**config.mk**
```make
export PLATFORM = sky130hd
export DESIGN_NAME = dmi_arbiter
export DESIGN_NICKNAME = d
export VERILOG_FILES = /design/src/rtl/dmi_arbiter.sv
export SDC_FILE = /design/constraint.sdc
export NUM_CORES = 1
export LEC_CHECK = 0
export CORE_UTILIZATION = 30
export CTS_CLUSTER_DIAMETER = 60
export DETAILED_ROUTE_END_ITERATION = 16
export PLACE_DENSITY = 0.85
export SYNTH_ARGS = -nofsm -noshare
export SYNTH_HDL_FRONTEND = slang
export SYNTH_SLANG_ARGS = --single-unit
```
**constraint.sdc**
```tcl
create_clock -name clk -period 4.1 [get_ports clk]
set_clock_uncertainty 0.2 [all_clocks]
set_input_delay 0.82 -clock clk [delete_from_list [all_inputs] [get_ports clk]]
set_output_delay 0.82 -clock clk [all_outputs]
set_load 0.02 [all_outputs]
```
**src/rtl/dmi_arbiter.sv**
```systemverilog
// Two-requester DMI arbiter: round-robin grant, one downstream transaction outstanding at a time.
// Define DMI_ARB_TIMEOUT_EN to add the response timeout (ERR/DRAIN states and wait counter).
module dmi_arbiter #(
    parameter int unsigned TIMEOUT_CYCLES = 1024
) (
    input  logic        clk,
    input  logic        reset,
    input  logic        req0_valid,
    output logic        req0_ready,
    input  logic [6:0]  req0_addr,
    input  logic [1:0]  req0_op,
    input  logic [31:0] req0_data,
    input  logic        req1_valid,
    output logic        req1_ready,
    input  logic [6:0]  req1_addr,
    input  logic [1:0]  req1_op,
    input  logic [31:0] req1_data,
    output logic        resp0_valid,
    input  logic        resp0_ready,
    output logic [1:0]  resp0_resp,
    output logic [31:0] resp0_data,
    output logic        resp1_valid,
    input  logic        resp1_ready,
    output logic [1:0]  resp1_resp,
    output logic [31:0] resp1_data,
    output logic        dmi_req_valid,
    input  logic        dmi_req_ready,
    output logic [6:0]  dmi_req_addr,
    output logic [1:0]  dmi_req_op,
    output logic [31:0] dmi_req_data,
    input  logic        dmi_resp_valid,
    output logic        dmi_resp_ready,
    input  logic [1:0]  dmi_resp_resp,
    input  logic [31:0] dmi_resp_data,
    output logic        busy,
    output logic        owner
);

    if (TIMEOUT_CYCLES < 2 || TIMEOUT_CYCLES > 65535) begin : g_timeout_range
        $error("dmi_arbiter: TIMEOUT_CYCLES out of range 2..65535");
    end

`ifdef DMI_ARB_TIMEOUT_EN
    typedef enum logic [2:0] {IDLE, REQ, RESP, ERR, DRAIN} state_t;
`else
    typedef enum logic [2:0] {IDLE, REQ, RESP} state_t;
`endif

    state_t      state, state_next;
    logic        last_grant;
    logic        grant;
    logic        accept;
    logic        owner_ready;
    logic [1:0]  resp_resp_mux;
    logic [31:0] resp_data_mux;
    logic [6:0]  req_addr_p0;
    logic [1:0]  req_op_p0;
    logic [31:0] req_data_p0;

`ifdef DMI_ARB_TIMEOUT_EN
    localparam logic [16:0] TIMEOUT_LIMIT = 17'(TIMEOUT_CYCLES);
    logic [16:0] wait_cnt;
    logic [16:0] wait_cnt_inc;
    assign wait_cnt_inc = wait_cnt + 17'd1;
`endif

    // Tie goes to the requester that did not win last time.
    assign grant       = (req0_valid && req1_valid) ? ~last_grant : req1_valid;
    assign owner_ready = owner ? resp1_ready : resp0_ready;

    always_comb begin
        state_next     = state;
        accept         = 1'b0;
        req0_ready     = 1'b0;
        req1_ready     = 1'b0;
        dmi_req_valid  = 1'b0;
        dmi_resp_ready = 1'b0;
        resp0_valid    = 1'b0;
        resp1_valid    = 1'b0;
        resp_resp_mux  = dmi_resp_resp;
        resp_data_mux  = dmi_resp_data;
        case (state)
            IDLE: begin
                if (req0_valid || req1_valid) begin
                    accept     = 1'b1;
                    req0_ready = ~grant;
                    req1_ready = grant;
                    state_next = REQ;
                end
            end
            REQ: begin
                dmi_req_valid = 1'b1;
                if (dmi_req_ready) state_next = RESP;
            end
            RESP: begin
                dmi_resp_ready = owner_ready;
                resp0_valid    = dmi_resp_valid & ~owner;
                resp1_valid    = dmi_resp_valid & owner;
                if (dmi_resp_valid && owner_ready) state_next = IDLE;
`ifdef DMI_ARB_TIMEOUT_EN
                // A response arriving on the limit cycle takes priority over the timeout.
                else if (!dmi_resp_valid && wait_cnt_inc == TIMEOUT_LIMIT) state_next = ERR;
`endif
            end
`ifdef DMI_ARB_TIMEOUT_EN
            ERR: begin
                resp_resp_mux = 2'b10;
                resp_data_mux = '0;
                resp0_valid   = ~owner;
                resp1_valid   = owner;
                if (owner_ready) state_next = DRAIN;
            end
            DRAIN: begin
                dmi_resp_ready = 1'b1;
                if (dmi_resp_valid) state_next = IDLE;
            end
`endif
            default: state_next = IDLE;
        endcase
    end

    always_ff @(posedge clk) begin
        if (reset) begin
            state      <= IDLE;
            last_grant <= 1'b1;
            owner      <= 1'b0;
        end else begin
            state <= state_next;
            if (accept) begin
                owner      <= grant;
                last_grant <= grant;
            end
        end
    end

    // Request capture stage: fields held stable until the downstream accepts.
    always_ff @(posedge clk) begin
        if (accept) begin
            req_addr_p0 <= grant ? req1_addr : req0_addr;
            req_op_p0   <= grant ? req1_op   : req0_op;
            req_data_p0 <= grant ? req1_data : req0_data;
        end
    end

`ifdef DMI_ARB_TIMEOUT_EN
    always_ff @(posedge clk) begin
        if (reset || state != RESP) wait_cnt <= '0;
        else if (!dmi_resp_valid)   wait_cnt <= wait_cnt_inc;
    end
`endif

    assign dmi_req_addr = req_addr_p0;
    assign dmi_req_op   = req_op_p0;
    assign dmi_req_data = req_data_p0;
    assign resp0_resp   = resp_resp_mux;
    assign resp0_data   = resp_data_mux;
    assign resp1_resp   = resp_resp_mux;
    assign resp1_data   = resp_data_mux;
    assign busy         = (state != IDLE);

endmodule

```
# --- Word level (Yosys, flattened, before mapping) ---
# Index checks and enable logic that the tools add are counted.
op_classes:
  add_sub_neg: 0
  n_mul: 0
  div: 0
  order_cmp: 0
  eq_ne: 5
  shift: 0
  mux: 19
  bitwise: 5
  reduce_logical: 6
ops:
  columns: ["cell", "n"]
  rows:
  - ["2-to-1 mux 32 bit", 1]
  - ["2-to-1 mux 1 bit", 12]
  - ["2-to-1 mux 3 bit", 3]
  - ["one-hot mux 3 bit (3 select lines)", 1]
  - ["2-to-1 mux 7 bit", 1]
  - ["!= test 2 bit (second input constant)", 3]
  - ["== test 3 x 1 -> 1 bit (second input constant)", 1]
  - ["== test 3 x 2 -> 1 bit (second input constant)", 1]
  - ["logical NOT 3 bit", 1]
  - ["NOT 1 bit", 3]
  - ["AND reduction 3 bit", 1]
  - ["nonzero test 3 bit", 1]
  - ["bitwise AND 1 bit", 2]
  - ["logical AND 1 bit", 2]
  - ["2-to-1 mux 2 bit", 1]
  - ["logical OR 1 bit", 1]
totals:
  register_bits: 46
  latch_bits: 0
  ramBits: 0
  romBits: 0
  in_bits: 124
  output_inout_bits: 117
  elab_cells: 41
  mem_count: 0

# --- Longest topological paths before layout ---
depth:
  word_depth: 5
  ltp_mapped: 3
  ltp_nobuf: 2

# --- Worst setup path before layout ---
# OpenSTA, ideal clock, no wires.
synth_timing:
  kind: "input to register"
  start: "input req1_valid"
  end: "register req_addr_p0[0] (netlist: dmi_req_addr[0]) (enable)"
  setup_ns: 0.440
  arrival_ns: 2.603
  required_time_ns: 3.460
  setup_slack_ns: 0.857
  cell_stages: 2
  path_buffers: 0
  path_cell_list: "nor2_1 > nor2_1"
synth_via:
  elab_chain_cells: 3
synth_rtl:
  columns: ["element", "line_no", "source"]
  rows:
  - ["start: declaration", "13", "input logic req1_valid,"]
  - ["logical OR 1 bit", "84", "if (req0_valid || req1_valid) begin"]
  - ["2-to-1 mux 1 bit", "84", null]
  - ["2-to-1 mux 1 bit", "82", "case (state)"]
  - ["named net accept", "52", "logic accept;"]
  - ["end signal: assignment", "139", "req_addr_p0 <= grant ? req1_addr : req0_addr;"]
  - ["end: declaration", "56", "logic [6:0] req_addr_p0;"]
# The timed path passes the listed nets, and every way through them passes these cells.
# A chain may end at the register's enable or synchronous reset.

# --- Worst setup path in the final report ---
layout_timing:
  start: "input req0_valid"
  end: "output req0_ready"
layout_via:
  elab_chain_cells: 5
  word_cells_on_any_way: 6
  cone_classes: "mux: 3; bitwise: 1; reduce/logical: 2"
layout_rtl:
  columns: ["element", "line_no", "source"]
  rows:
  - ["start: declaration", "8", "input logic req0_valid,"]
  - ["logical AND 1 bit", "68", "assign grant = (req0_valid && req1_valid) ? ~last_grant : req1_valid;"]
  - ["2-to-1 mux 1 bit", "68", null]
  - ["NOT 1 bit", "86", "req0_ready = ~grant;"]
  - ["2-to-1 mux 1 bit *", "84", null]
  - ["2-to-1 mux 1 bit *", "82", null]
  - ["end: declaration", "9", "output logic req0_ready,"]
# Mark *: on every way between the ends. The rest lies on a longest branch, timed or not.

==> impl_metrics.toml <==
[run_status]
outcome = "completed"

[synth]
yosysWarnings = 0
synth_nets = 310
synth_area_leader_cell = "edfxtp_1"
synth_common_cells = "buf_4 (70), edfxtp_1 (41), mux2_2 (38), dfxtp_1 (4)"
synth_fa_ha_area_frac = 0
post-synth-top-count-cell = "buf_4"
synth_area_leaders = "edfxtp_1 (49%), buf_4 (21%), mux2_2 (17%), dfxtp_1 (3.2%), mux2_1 (1.3%)"
async_flop_share = 0
synth.distinct_cells = 25
synth_edf_count = 41
synthXorXnorAreaFrac = 0
syn_area_um2 = 2521
yosys.area_share.simple = 0.04615
synth_mux_area_frac = 0.1871
synth_top_family_by_area = "buffers and inverters"
netlist.area_leader.share = 0.4883
ys_ff_latch = 45
synth-seq-area-share = 0.5201
synth_compound_area_frac = 0.02134
synth-main-ff-cell = "edfxtp_1"
syn_avg_cell_area_um2 = 13.55
synthCells = 186

[sta]
setup_viol = 0
slew_headroom = 0.6324
rsz0062_at_grt = "false"
finalHoldViolCount = 0
min_period_over_period = 0.8288
worstMarginPinSlew_ns = 0.5502
drv_slew = 0
post-route-min-period_ns = 3.398
max_freq_mhz = 294.3
finalSetupTns_ns = 0

[grt]
grt_pass1_vias = 1560
grt.overflow.total = 0
antenna_found_initial = 0
grt_use_total = 0.1240
grt_pass1_wl_um = 8114
grt_max_degree = 28

[drt]
via_per_inst = 4.327
vias = 1575
drt_iter0_drc = 18
antenna_left = 0
dr_wl_met2_um = 2950
routed_wl_um = 5723
detail_route.wl_per_cell_um = 15.72
firstDrtPassIters = 4
topRoutingLayerUsed = "met4"
drc = 0
m1WireLength_um = 1951
met3_length_um = 675

[setup_path]
cp_cell_sequence = "clkdlybuf4s50_1, nor2_1, nor3_1, clkdlybuf4s50_1"
worst-r2r-cell-count = 3
cp.buffers_inverters = 2
reg2reg_setup_slack_ns = 1.90
arrival_ns = 2.38
critPathLaunchType = "input pin"
worst_path_largest_cell_delay_ns = 0.66
crit_type = "input pin to output port"
r2r-start = "state[1]"
crit_required_ns = 3.08
cp-startpoint = "req0_valid"
cp_slowest_cell = "clkdlybuf4s50_1"
cp-end-kind = "output port"
crit_path_max_fanout = 4
timing.rr.end = "dmi_req_data[25]"
cpMostUsedCell = "clkdlybuf4s50_1"
crit_family = "buffers and inverters"

[cts]
cts_tree = "built"
clock-sinks = 45
clockBufferDepth = 2
cts_setup_buffers = 0
htreeDepth = 2
cts-resized-gates = 0
insertion_delay_ns = 0.29
cts_root_buffer = "clkbuf_8"
clk_pin_slew_ns = 0.09
numCtsBuffers = 5
hold_buffers = 0

[power_and_ir_drop]
p_leak_uw = 0.001271
ir_drop_v = 0.0001313
power_density_nw_per_um2 = 353.6

[final_layout]
multiInputGateArea_um2 = 649.4
fin_area_um2 = 3607
syn_to_final_growth_pct = 43.08
drive_gt1_frac = 0.1969
n_antenna_cell = 0
regArea_um2 = 1311
fin_nets = 383
nFillCells = 731

[min_path]
min_path_type = "flip-flop to flip-flop"
hold_end = "owner"
hp-start = "owner"
hold_depth = 2

[floorplanning]
rows = 33
initial_core_util = 0.3084
die_x_um = 93.67
core_um2 = 8175
ios = 241
die_h_um = 93.67
dieArea_um2 = 8774

[place]
place_area_um2 = 3503
gp_congestion = 0.6605
port_buffers = 138
place_hpwl_um = 4540

[run]
drv_cap = 0
where the power goes:
group / switching, uW / total [uW] / internal [uW]
clock network: 142 / 319 / 177
registers: 19.2 / 590 / 571
logic: 156 / 366 / 210
registers in the layout, summed over array words and instances, names as in the netlist:
| register | flops |
|---|---|
| dmi_req_data | 32 |
| dmi_req_addr | 7 |
| dmi_req_op | 2 |
| state | 2 |
| last_grant | 1 |
| owner | 1 |
cells in the final DEF, fill, tap and decap left out:
master           count
a21boi_4             1
nor4bb_1             2
edfxtp_1            41
a211o_1              1
o221ai_1             1
nor4b_1              1
nor2b_1              2
clkinv_2             1
mux2i_1              1
buf_4                3
mux2_1               3
inv_1                2
nor3b_1              3
mux2_2              38
bufinv_16            1
or2b_1               1
nand2b_1             1
nor2_1               1
nor3_1               3
clkdlybuf4s50_1    138
nor2_4               1
or2_2                1
clkbuf_8             5
a2111oi_0            1
dfxtp_1              4
and4b_1              1
o2bb2ai_1            1
through the flow:
step	utilization	worst slack, ns	cells	hold slack [ns]	total power, uW
after global routing	0.4412	0.6045	364	0.4000	1336
after CTS	0.4412	0.6926	364	0.3700	1296
after detailed placement	0.4285	0.6919	357	0.3532	972.6
after global placement	0.4285	0.7107	357	0.3383	965.5
after floorplan	-	0.8569	186	0.3432	861.7
final	0.4412	0.7017	364	0.3594	1275
worst max path at each step:
| stage | end | slack [ns] | cells past startpoint |
|---|---|---|---|
| after CTS | req0_ready | 0.69 | 4 |
| after global routing | req0_ready | 0.60 | 4 |
| after global placement | req0_ready | 0.71 | 4 |
| after floorplan | dmi_req_addr[0] | 0.86 | 2 |
| final | req0_ready | 0.70 | 4 |
| after detailed placement | req0_ready | 0.69 | 4 |
per-layer routing:
layer	vias up	GRT usage
met5	-	0
met4	0	0.06282
met3	20	0.04288
met2	121	0.2292
met1	698	0.1219
li1	736	-
area by class of cell:
class	count	area share
multi-input combinational	64	0.1800
inverter	2	0.002081
clock buffer	5	0.01908
tap	105	0.03642
clock inverter	2	0.009712
sequential	45	0.3635
timing repair buffer	141	0.3892
kinds of logic after synthesis:
family | count (synthesis)
AOI/OAI and AO/OA | 5
buffers and inverters | 77
DFF | 45
muxes | 42
and+or+nand+nor | 17
worst reg2reg max path, cell delays in order (launching register included):
cell and delay (ns):
dfxtp_1 0.40, or2_2 0.39, nor2_4 0.47, buf_4 0.41
No activity file was read; power rests on OpenSTA's default activity.
